===== src/rtl/dfm_pkg.sv =====
// Shared types and constants for the DFM measure sequencer.
// Result word: reference count in the upper half, signal count below.
package dfm_pkg;

  typedef enum logic [1:0] {
    IDLE = 2'd0,
    ARM  = 2'd1,
    RUN  = 2'd2,
    HOLD = 2'd3
  } state_t;

  localparam int REF_CNT_MSB = 63;
  localparam int SIG_CNT_MSB = 31;
  localparam int RES_W       = REF_CNT_MSB + 1;

  function automatic logic [SIG_CNT_MSB:0] ref_cnt(
    input logic [REF_CNT_MSB:0] res
  );
    return res[REF_CNT_MSB:SIG_CNT_MSB+1];
  endfunction

  function automatic logic [SIG_CNT_MSB:0] sig_cnt(
    input logic [REF_CNT_MSB:0] res
  );
    return res[SIG_CNT_MSB:0];
  endfunction

endpackage


===== src/rtl/measure_result_reg.sv =====
// Result holding register with valid/ack handshake.
// Flags an overrun when a new capture lands on an unacked result.
module measure_result_reg
  import dfm_pkg::*;
(
  input  logic             clk_i,
  input  logic             rst_n_i,
  input  logic             clr,
  input  logic             cap,
  input  logic [RES_W-1:0] cap_data,
  input  logic             ack,
  output logic             valid,
  output logic [RES_W-1:0] data,
  output logic             overrun
);

  always_ff @(posedge clk_i or negedge rst_n_i) begin
    if (!rst_n_i) begin
      valid   <= 1'b0;
      data    <= '0;
      overrun <= 1'b0;
    end else if (clr) begin
      valid   <= 1'b0;
      overrun <= 1'b0;
    end else if (cap) begin
      data  <= cap_data;
      valid <= 1'b1;
      // an ack in the same cycle retires the old word, so no loss
      if (valid && !ack) begin
        overrun <= 1'b1;
      end
    end else if (ack) begin
      valid <= 1'b0;
    end
  end

endmodule


===== src/rtl/measure_ctrl.sv =====
// Measure sequencer: config shadowing, gate control, result
// capture, timeout detection and completed-sample counting.
module measure_ctrl
  import dfm_pkg::*;
#(
  parameter int TIMEOUT_W = 32,
  parameter int CNT_W     = 16
) (
  input  logic                 clk_i,
  input  logic                 rst_n_i,
  input  logic                 start_i,
  input  logic                 stop_i,
  input  logic                 cont_i,
  input  logic [31:0]          gate_total_i,
  input  logic [TIMEOUT_W-1:0] timeout_i,
  output logic                 gate_en_o,
  output logic [31:0]          gate_total_o,
  input  logic                 reg_wr_en_i,
  input  logic [RES_W-1:0]     reg_wr_data_i,
  input  logic                 gate_sync_i,
  output logic                 res_valid_o,
  output logic [RES_W-1:0]     res_data_o,
  input  logic                 res_ack_i,
  output logic                 busy_o,
  output logic                 done_o,
  output logic                 err_timeout_o,
  output logic                 overrun_o,
  output logic [CNT_W-1:0]     sample_cnt_o
);

  state_t               state;
  logic                 cont_q;
  logic [TIMEOUT_W-1:0] tmo_q;
  logic [TIMEOUT_W-1:0] tcnt;
  logic [TIMEOUT_W-1:0] tcnt_nxt;
  logic                 cap;
  logic                 clr;
  logic                 tmo_hit;

  assign cap      = reg_wr_en_i && gate_sync_i && (state == RUN);
  assign clr      = start_i && (state == IDLE);
  assign tcnt_nxt = tcnt + TIMEOUT_W'(1);
  assign tmo_hit  = (tmo_q != '0) && (tcnt_nxt == tmo_q);
  assign busy_o   = (state != IDLE);

  always_ff @(posedge clk_i or negedge rst_n_i) begin
    if (!rst_n_i) begin
      state         <= IDLE;
      cont_q        <= 1'b0;
      tmo_q         <= '0;
      tcnt          <= '0;
      gate_en_o     <= 1'b0;
      gate_total_o  <= '0;
      done_o        <= 1'b0;
      err_timeout_o <= 1'b0;
      sample_cnt_o  <= '0;
    end else begin
      done_o <= cap;
      if (cap) begin
        sample_cnt_o <= sample_cnt_o + CNT_W'(1);
      end
      unique case (state)
        IDLE: begin
          if (start_i) begin
            cont_q        <= cont_i;
            tmo_q         <= timeout_i;
            gate_total_o  <= gate_total_i;
            err_timeout_o <= 1'b0;
            sample_cnt_o  <= '0;
            gate_en_o     <= 1'b1;
            state         <= ARM;
          end
        end
        ARM: begin
          tcnt <= '0;
          if (stop_i) begin
            gate_en_o <= 1'b0;
            state     <= IDLE;
          end else begin
            state <= RUN;
          end
        end
        RUN: begin
          if (stop_i) begin
            gate_en_o <= 1'b0;
            state     <= IDLE;
          end else if (cap) begin
            tcnt <= '0;
            if (!cont_q) begin
              gate_en_o <= 1'b0;
              state     <= HOLD;
            end
          end else if (tmo_q != '0) begin
            tcnt <= tcnt_nxt;
            if (tmo_hit) begin
              err_timeout_o <= 1'b1;
              gate_en_o     <= 1'b0;
              state         <= IDLE;
            end
          end
        end
        HOLD: begin
          gate_en_o <= 1'b0;
          state     <= IDLE;
        end
        default: begin
          gate_en_o <= 1'b0;
          state     <= IDLE;
        end
      endcase
    end
  end

  measure_result_reg u_res (
    .clk_i    (clk_i),
    .rst_n_i  (rst_n_i),
    .clr      (clr),
    .cap      (cap),
    .cap_data (reg_wr_data_i),
    .ack      (res_ack_i),
    .valid    (res_valid_o),
    .data     (res_data_o),
    .overrun  (overrun_o)
  );

endmodule


===== config.mk =====
export PLATFORM = sky130hd
export DESIGN_NAME = measure_ctrl
export DESIGN_NICKNAME = d
export VERILOG_FILES = /design/src/rtl/dfm_pkg.sv /design/src/rtl/measure_result_reg.sv /design/src/rtl/measure_ctrl.sv
export SDC_FILE = /design/constraint.sdc
export NUM_CORES = 1
export LEC_CHECK = 0
export CORE_AREA = 2 2 187 189
export DETAILED_ROUTE_END_ITERATION = 8
export DIE_AREA = 0 0 189 191
export SKIP_CTS_REPAIR_TIMING = 1
export SYNTH_ARGS = -nofsm -noshare
export SYNTH_HDL_FRONTEND = slang
export SYNTH_SLANG_ARGS = --single-unit

===== constraint.sdc =====
create_clock -name clk_i -period 3.4 [get_ports clk_i]
set_input_delay 0.68 -clock clk_i [delete_from_list [all_inputs] [get_ports clk_i]]
set_output_delay 0.68 -clock clk_i [all_outputs]
set_load 0.005 [all_outputs]

* After elaboration in Yosys (flattened, before gate mapping) *
Cells that the tools add are included.

word-level totals
  output and inout port bits = 118
  register bits after elaboration = 184
  input bits = 136
  word-level logic and storage cells = 85

operators by class
  equality and inequality tests = 14
  bitwise logic cells = 1
  add/subtract/negate cells = 2
  reductions and logical operators = 21
  mux-type cells = 35

operator list
  operator                                               count
  2-to-1 mux 32 bit                                      3
  case mux 32 bit (2 select lines)                       1
  2-to-1 mux 16 bit                                      3
  adder 32 x 1 -> 32 bit, second input constant          1
  equality test 32 bit                                   1
  nonzero test 32 bit                                    1
  2-to-1 mux 1 bit                                       18
  adder 16 x 1 -> 16 bit, second input constant          1
  2-to-1 mux 2 bit                                       7
  inequality test 2 bit, second input constant           5
  nonzero test 2 bit                                     5
  inequality test 4 bit, second input constant           2
  case mux 2 bit (4 select lines)                        1
  AND reduction 2 bit                                    3
  AND reduction 6 bit                                    1
  logical AND 1 bit                                      5
  AND reduction 5 bit                                    1
  equality test 2 bit, second input constant             2
  inequality test 4 x 3 -> 1 bit, second input constant  1
  case mux 1 bit (4 select lines)                        1
  AND reduction 4 bit                                    1
  inequality test 3 x 2 -> 1 bit, second input constant  1
  AND reduction 3 bit                                    1
  nonzero test 3 bit                                     1
  6 further kinds                                        6

* Longest topological paths before layout *
Gate-level depths: netlist of run 1.

  depth in word-level cells = 8
  depth in mapped cells = 12
  depth with buffers taken out = 9

* Modules after synthesis *
From an unflattened synthesis of run 1, not the netlist that was laid out.

second synthesis, totals
  cells, all modules = 730
  area, all modules = 8984.9 um2

by module, submodules not included
  module              instances  cells each  seq. area each (um2)  area each (um2)
  measure_ctrl        1          587         2952.8                6209.7
  measure_result_reg  1          143         1651.6                2775.2

* Worst setup path after synthesis of run 1 *
OpenSTA, ideal clock, no wires.

  path kind = reg-to-reg
  from = register tcnt[0]
  to = register gate_en_o
  buffers on the path = 3
  required time = 3.334 ns
  path slack = 0.657 ns
  cell stages (with the launch flop) = 13
  arrival = 2.676 ns
  cells stage by stage = dfrtp_1 -> ha_1 -> clkbuf_1 -> nand3_1 -> buf_2 -> or2_2 -> clkbuf_1 -> nor4_1 -> a211oi_1 -> nor4_1 -> and4b_4 -> mux2_4 -> nand3_2

between the ends
  word-level cells in the longest chain between the ends = 5

ends and longest elaborated chain
  item                                    RTL line            source
  start: declaration                      measure_ctrl.sv:34  logic [TIMEOUT_W-1:0] tcnt;
  start signal: assignment                measure_ctrl.sv:94  tcnt <= tcnt_nxt;
  adder 32 x 1 -> 32 bit                  measure_ctrl.sv:42  assign tcnt_nxt = tcnt + TIMEOUT_W'(1);
  equality test 32 bit                    measure_ctrl.sv:43  assign tmo_hit = (tmo_q != '0) && (tcnt_nxt == tmo_q);
  logical AND 1 bit                       measure_ctrl.sv:43
  inequality test 4 bit (no source line)  n/a
  AND reduction 5 bit (no source line)    n/a
  end signal: assignment                  measure_ctrl.sv:52  gate_en_o <= 1'b0;
  end signal: assignment                  measure_ctrl.sv:70  gate_en_o <= 1'b1;
  end signal: assignment                  measure_ctrl.sv:77  gate_en_o <= 1'b0;
  end: declaration                        measure_ctrl.sv:16  output logic gate_en_o,

No other way between the ends.
A chain may end at the register's enable or synchronous reset.

* Worst setup path after layout of run 1 *
Same ends and word-level chain as after synthesis.

==> qor.yml, run 1 <==
dpl_cell_area_sq_um: 11800
slew_headroom_pct: 48.1
n_antenna_cell: 0
gr-total-overflow: 0
h-tree-depth: 4
post_synth_num_cell_types: 64
powerDensity_nw_per_um2: 727
fp-row-count: 68
yosysTopAreaCellShare_pct: 52.6
cts_buffer_depth: 2
regToRegSetupSlack_ns: 0.36
synth_cells: 891
crit_fanout: 8
drt_iter0_markers: 423
gp_congestion: 0.910
drive_gt1_share_pct: 10.6
syn_area_sq_um: 8750
vias: 7441
crit_path_end_kind: "flop"
synth_fp_nets: 1032
synth_mux_area_share_pct: 8.75
path_class: "reg -> reg"
power_mw: 8.99
io_pins: 254
setup_tns_ns: 0
worstHoldPathType: "in -> async"
initial_core_util_pct: 25.6
ant_nets: 0
yosys_warnings: 0
cp-endpoint: "gate_en_o$_DFFE_PN0P_"
reg2reg_depth: 9
ys_seq_area_share_pct: 52.6
hold_viol: 0
critPathLaunch: "tcnt[0]$_DFFE_PN0P_"
grt_pass1_vias: 7624
synth_compound_area_share_pct: 9.64
synth-simple-area-share_pct: 20.4
synthAdderAreaFrac_pct: 0.715
finalInstanceArea_sq_um: 12400
die_w_um: 189
drc_errors: 0
cts.clk_slew.worst_paths_ns: 0.07
numCtsBuffers: 17
start_kind: "flop"
async_flop_share_pct: 100
finClkSkew_ns: 0.0125
synth_top_area_cell: "dfrtp_1"
grt.total_usage_pct: 15.1
slew_violations: 0
dp_cells: 1564
fp.dieArea_sq_um: 36100
fin_crit_sh_pct: 89.5
synth_flop_cell: "dfrtp_1"
crit-reg2reg-launch: "tcnt[0]$_DFFE_PN0P_"
dr.pass1.iters: 6
final-setup-viol-count: 0
critPathArrivalTime_ns: 3.41
hpwl_um: 19900
drt-total-wl_um: 26900
cap_violations: 0
worstPathRequired_ns: 3.77
synth.ff_latch_count: 184
io_buffer_count: 253
setup_ws_ns: 0.357
core-area_sq_um: 34100
dp_worst_setup_slack_ns: 0.407
synth_edf_count: 0
root_buffer: "clkbuf_16"
synth-xor-area-share_pct: 5.01
period_needed_ns: 3.04
cts_tree: "done"
clock_sinks: 184
synth_top_family_by_area: "simple AND/OR/NAND/NOR gates"
max_clock_freq_mhz: 329
antenna_found_initial: 1
wire_per_inst_um: 16.9
grt_max_degree: 65
viasPerCell: 4.67
synthTopCellsByArea: "dfrtp_1 (53%), nand2_1 (9.8%), mux2_2 (8.2%)"
avgSynthCellArea_sq_um: 9.82
fin_cells: 1593
leakagePower_nw: 5.35
outcome: "completed"
r2r-end: "gate_en_o$_DFFE_PN0P_"
nNetsFinal: 1269
rsz0062_at_grt: "no"
grt_pass1_wl_um: 42700
fp.dieH_um: 191
clk_latency_ns: 0.43
tightest_slew_ns: 0.775
irDropWorstVdd_mv: 0.440
area_growth_pct: 41.3
==> layout make-up <==
type	instances	area, sq um
timing repair buffer	268	2660
clock buffer	21	440
tap	455	569
clock inverter	8	126
sequential	184	4600
inverter	12	45.0
fill	3391	21800
multi-input combinational	645	3920
==> metrics by stage <==
step / utilization (%) / hold WS, ns
after floorplan: - / 0.384
after global placement: 34.6 / 0.458
after detailed placement: 34.6 / 0.464
after CTS: 36.2 / 0.234
after global routing: 36.2 / 0.251
final: 36.2 / 0.228
==> synthesized netlist by cell type, types with 2 or more instances <==
library cell  number
a2111oi_0          2
a211oi_1           3
a21o_1             2
a21oi_1           22
a22oi_1            2
a31oi_1            8
and2_1             2
and3_1            14
and4_1             4
buf_1              2
buf_2              5
buf_4              2
clkbuf_1          40
dfrtp_1          184
ha_1               5
inv_1             11
mux2_2            64
mux2i_1            3
nand2_1          228
nand2b_1           2
nand3_1           24
nand4_1           12
nand4_2            2
nor2_1            49
nor2b_1            3
nor3_1             4
nor4_1            19
o211ai_1           5
o21a_1             2
o21ai_0           49
o31ai_1           16
o41ai_1            8
or2_2              3
or3_1              5
or4_1              8
xnor2_1           32
xor2_1            18
==> report_power, final <==
group	leakage, nW	switching, mW	internal, mW
clock	0.265	0.848	1.15
combinational	2.69	1.54	1.91
sequential	2.40	0.608	2.94
==> sequential cells by signal, indices dropped and copies added, names as in the netlist <==
signal / flops
u_res.valid: 1
tcnt: 32
u_res.data: 64
gate_total_o: 32
cont_q: 1
tmo_q: 32
done_o: 1
err_timeout_o: 1
state: 2
sample_cnt_o: 16
u_res.overrun: 1
gate_en_o: 1
==> worst min path at each step <==
stage,start,end,slack (ns),depth (start not counted)
finish,rst_n_i,tmo_q[19]$_DFFE_PN0P_,0.23,1
floorplan,rst_n_i,cont_q$_DFFE_PN0P_,0.38,0
global placement,gate_total_o[0]$_DFFE_PN0P_,gate_total_o[0]$_DFFE_PN0P_,0.46,2
CTS,rst_n_i,tmo_q[19]$_DFFE_PN0P_,0.23,1
global route,rst_n_i,tmo_q[19]$_DFFE_PN0P_,0.25,1
detailed placement,gate_total_o[0]$_DFFE_PN0P_,gate_total_o[0]$_DFFE_PN0P_,0.46,2
==> critical path, stage by stage (launching register included) <==
cell and delay, ns:
dfrtp_1 0.47, ha_1 0.33, nand3_1 0.24, or4_1 0.60, o41ai_1 0.30, o211ai_1 0.13
nor4_1 0.22, and4b_4 0.34, mux2_4 0.31, nand3_2 0.05
==> layout by cell type, fill, tap and decap left out, types with 18 or more instances in the layout <==
| cell | Yosys | layout |
|---|---|---|
| o21ai_0 | 49 | 49 |
| mux2_2 | 64 | 64 |
| xnor2_1 | 32 | 32 |
| nor4_1 | 19 | 19 |
| dfrtp_1 | 184 | 184 |
| nand2_1 | 228 | 227 |
| xor2_1 | 18 | 18 |
| nand3_1 | 24 | 24 |
| nor2_1 | 49 | 48 |
| clkdlybuf4s50_1 | 0 | 252 |
| a21oi_1 | 22 | 22 |
==> routing by layer <==
| layer | routed length [um] | track usage [%] |
|---|---|---|
| met5 | 0 | 0 |
| met4 | 455 | 4.78 |
| met1 | 10900 | 17.7 |
| met2 | 13500 | 26.1 |
| met3 | 1950 | 5.01 |
==> cells by family (layout without fill, tap and decap cells) <==
kind of cell               count (synthesis)  after routing
AOI/OAI and AO/OA                        133            133
xor gates and xnor gates                  50             50
adders and majority gates                  5              5
buffers and inverters                     62            309
DFF                                      184            184
muxes                                     68             68
and+or+nand+nor                          389            389
No activity file was read; power rests on OpenSTA's default activity.
==> inputs of run 2 (changes only) <==
--- a/config.mk
+++ b/config.mk
@@ -5,9 +5,11 @@
 export SDC_FILE = /design/constraint.sdc
 export NUM_CORES = 1
 export LEC_CHECK = 0
-export CORE_AREA = 2 2 187 189
+export CAP_MARGIN = 20
+export CORE_AREA = 2 2 151 153
 export DETAILED_ROUTE_END_ITERATION = 8
-export DIE_AREA = 0 0 189 191
+export DIE_AREA = 0 0 153 155
+export PLACE_DENSITY = 0.67
 export SKIP_CTS_REPAIR_TIMING = 1
 export SYNTH_ARGS = -nofsm -noshare
 export SYNTH_HDL_FRONTEND = slang
==> qor.yml, run 2 (synthesis gave the netlist of run 1 again) <==
outcome: "completed"
grt_pass1_vias: 7638
irDropWorstVdd_mv: 0.456
dr.pass1.iters: 7
crit_fanout: 8
power_mw: 9.01
fin_cells: 1426
layout_commonest_cell: "clkdlybuf4s50_1"
final_util_pct: 55.0
hpwl_um: 19300
path_class: "reg -> reg"
cap_violations: 0
numCtsBuffers: 17
start_kind: "flop"
crit_path_end_kind: "flop"
hold_viol: 0
rsz0062_at_grt: "no"
powerDensity_nw_per_um2: 737
nNetsFinal: 1269
drt_iter0_markers: 466
vias: 7478
n_antenna_cell: 0
cts_tree: "done"
multi_input_area_sq_um: 3920
dp_worst_setup_slack_ns: 0.438
io_pins: 254
slowest_stage: "or4_1"
h-tree-depth: 4
slew_violations: 0
holdWs_ns: 0.254
worstPathRequired_ns: 3.77
period_needed_ns: 3.00
root_buffer: "clkbuf_16"
core-area_sq_um: 22200
setup_tns_ns: 0
gp_congestion: 0.859
drive_gt1_share_pct: 11.1
critPathArrivalTime_ns: 3.37
worstHoldPathType: "in -> async"
clock_sinks: 184
dp_cells: 1394
setup_ws_ns: 0.396
regMostFlops: "u_res.data"
fp.dieH_um: 155
final.fill_count: 1949
finalInstanceArea_sq_um: 12200
clk_latency_ns: 0.44
path_cells: "ha_1 > nand3_1 > or4_1 > o41ai_1 > o211ai_1 > nor4_1 > and4b_4 > mux2_4 > nand3_2"
fin_crit_sh_pct: 88.4
slew_headroom_pct: 56.0
grt_max_degree: 78
finClkSkew_ns: 0.0165
die_w_um: 153
grt.total_usage_pct: 22.2
leakagePower_nw: 5.40
fp-row-count: 55
cp_slowest_stage_delay_ns: 0.59
area_growth_pct: 39.8
wire_per_inst_um: 18.3
grt_pass1_wl_um: 41700
ant_nets: 0
final-setup-viol-count: 0
gr-total-overflow: 0
fp.dieArea_sq_um: 23700
seq_area_sq_um: 4600
cts.clk_slew.worst_paths_ns: 0.08
drt-total-wl_um: 26100
initial_core_util_pct: 39.4
cts_buffer_depth: 2
viasPerCell: 5.24
max_clock_freq_mhz: 333
layout_common_cells: "clkdlybuf4s50_1 (252), nand2_1 (227), dfrtp_1 (184), mux2_2 (64), o21ai_0 (49)"
tightest_slew_ns: 0.654
antenna_found_initial: 0
largest_reg_flops: 64
io_buffer_count: 253
dpl_cell_area_sq_um: 11600
drc_errors: 0
==> run 2: worst max-delay path, delay by kind of cell (launching register included) <==
kind | cells | cell delay, ns
flip-flops | 1 | 0.47
AND/OR/NAND/NOR | 5 | 1.39
adder cells (fa/ha/maj) | 1 | 0.34
AO/OA/AOI/OAI | 2 | 0.43
multiplexers | 1 | 0.31
==> run 2: path summary, 6_finish.rpt <==
path                                                    from                           end  slack [ns]  depth (start not counted)
worst min-delay path                                 rst_n_i          tcnt[19]$_DFFE_PN0P_        0.25                          1
worst max-delay path                     tcnt[0]$_DFFE_PN0P_         gate_en_o$_DFFE_PN0P_        0.40                          9
worst max register to register           tcnt[0]$_DFFE_PN0P_         gate_en_o$_DFFE_PN0P_        0.40                          9
max in group asynchronous                            rst_n_i          tmo_q[3]$_DFFE_PN0P_        2.35                          2
min in group clk_i              gate_total_o[12]$_DFFE_PN0P_  gate_total_o[12]$_DFFE_PN0P_        0.48                          2
worst min register to register  gate_total_o[12]$_DFFE_PN0P_  gate_total_o[12]$_DFFE_PN0P_        0.48                          2
==> run 2: area by class of cell <==
type,count,share of cell area (%)
clock inverter,14,1.45
inverter,12,0.368
timing repair buffer,268,22.1
multi-input combinational,645,32.0
tap,285,2.92
clock buffer,18,3.51
sequential,184,37.7
==> run 2: power breakdown <==
| group | switching (mW) | internal [mW] | total [mW] |
|---|---|---|---|
| logic | 1.59 | 1.92 | 3.51 |
| clock network | 0.994 | 0.998 | 1.99 |
| registers | 0.572 | 2.93 | 3.51 |
==> run 2: layer usage <==
layer	vias to the layer above	track usage, %	wire length [um]
met4	0	6.88	523
met3	41	7.91	2150
met5	-	0	0
li1	3572	-	-
met2	236	37.2	12900
met1	3629	27.1	10500
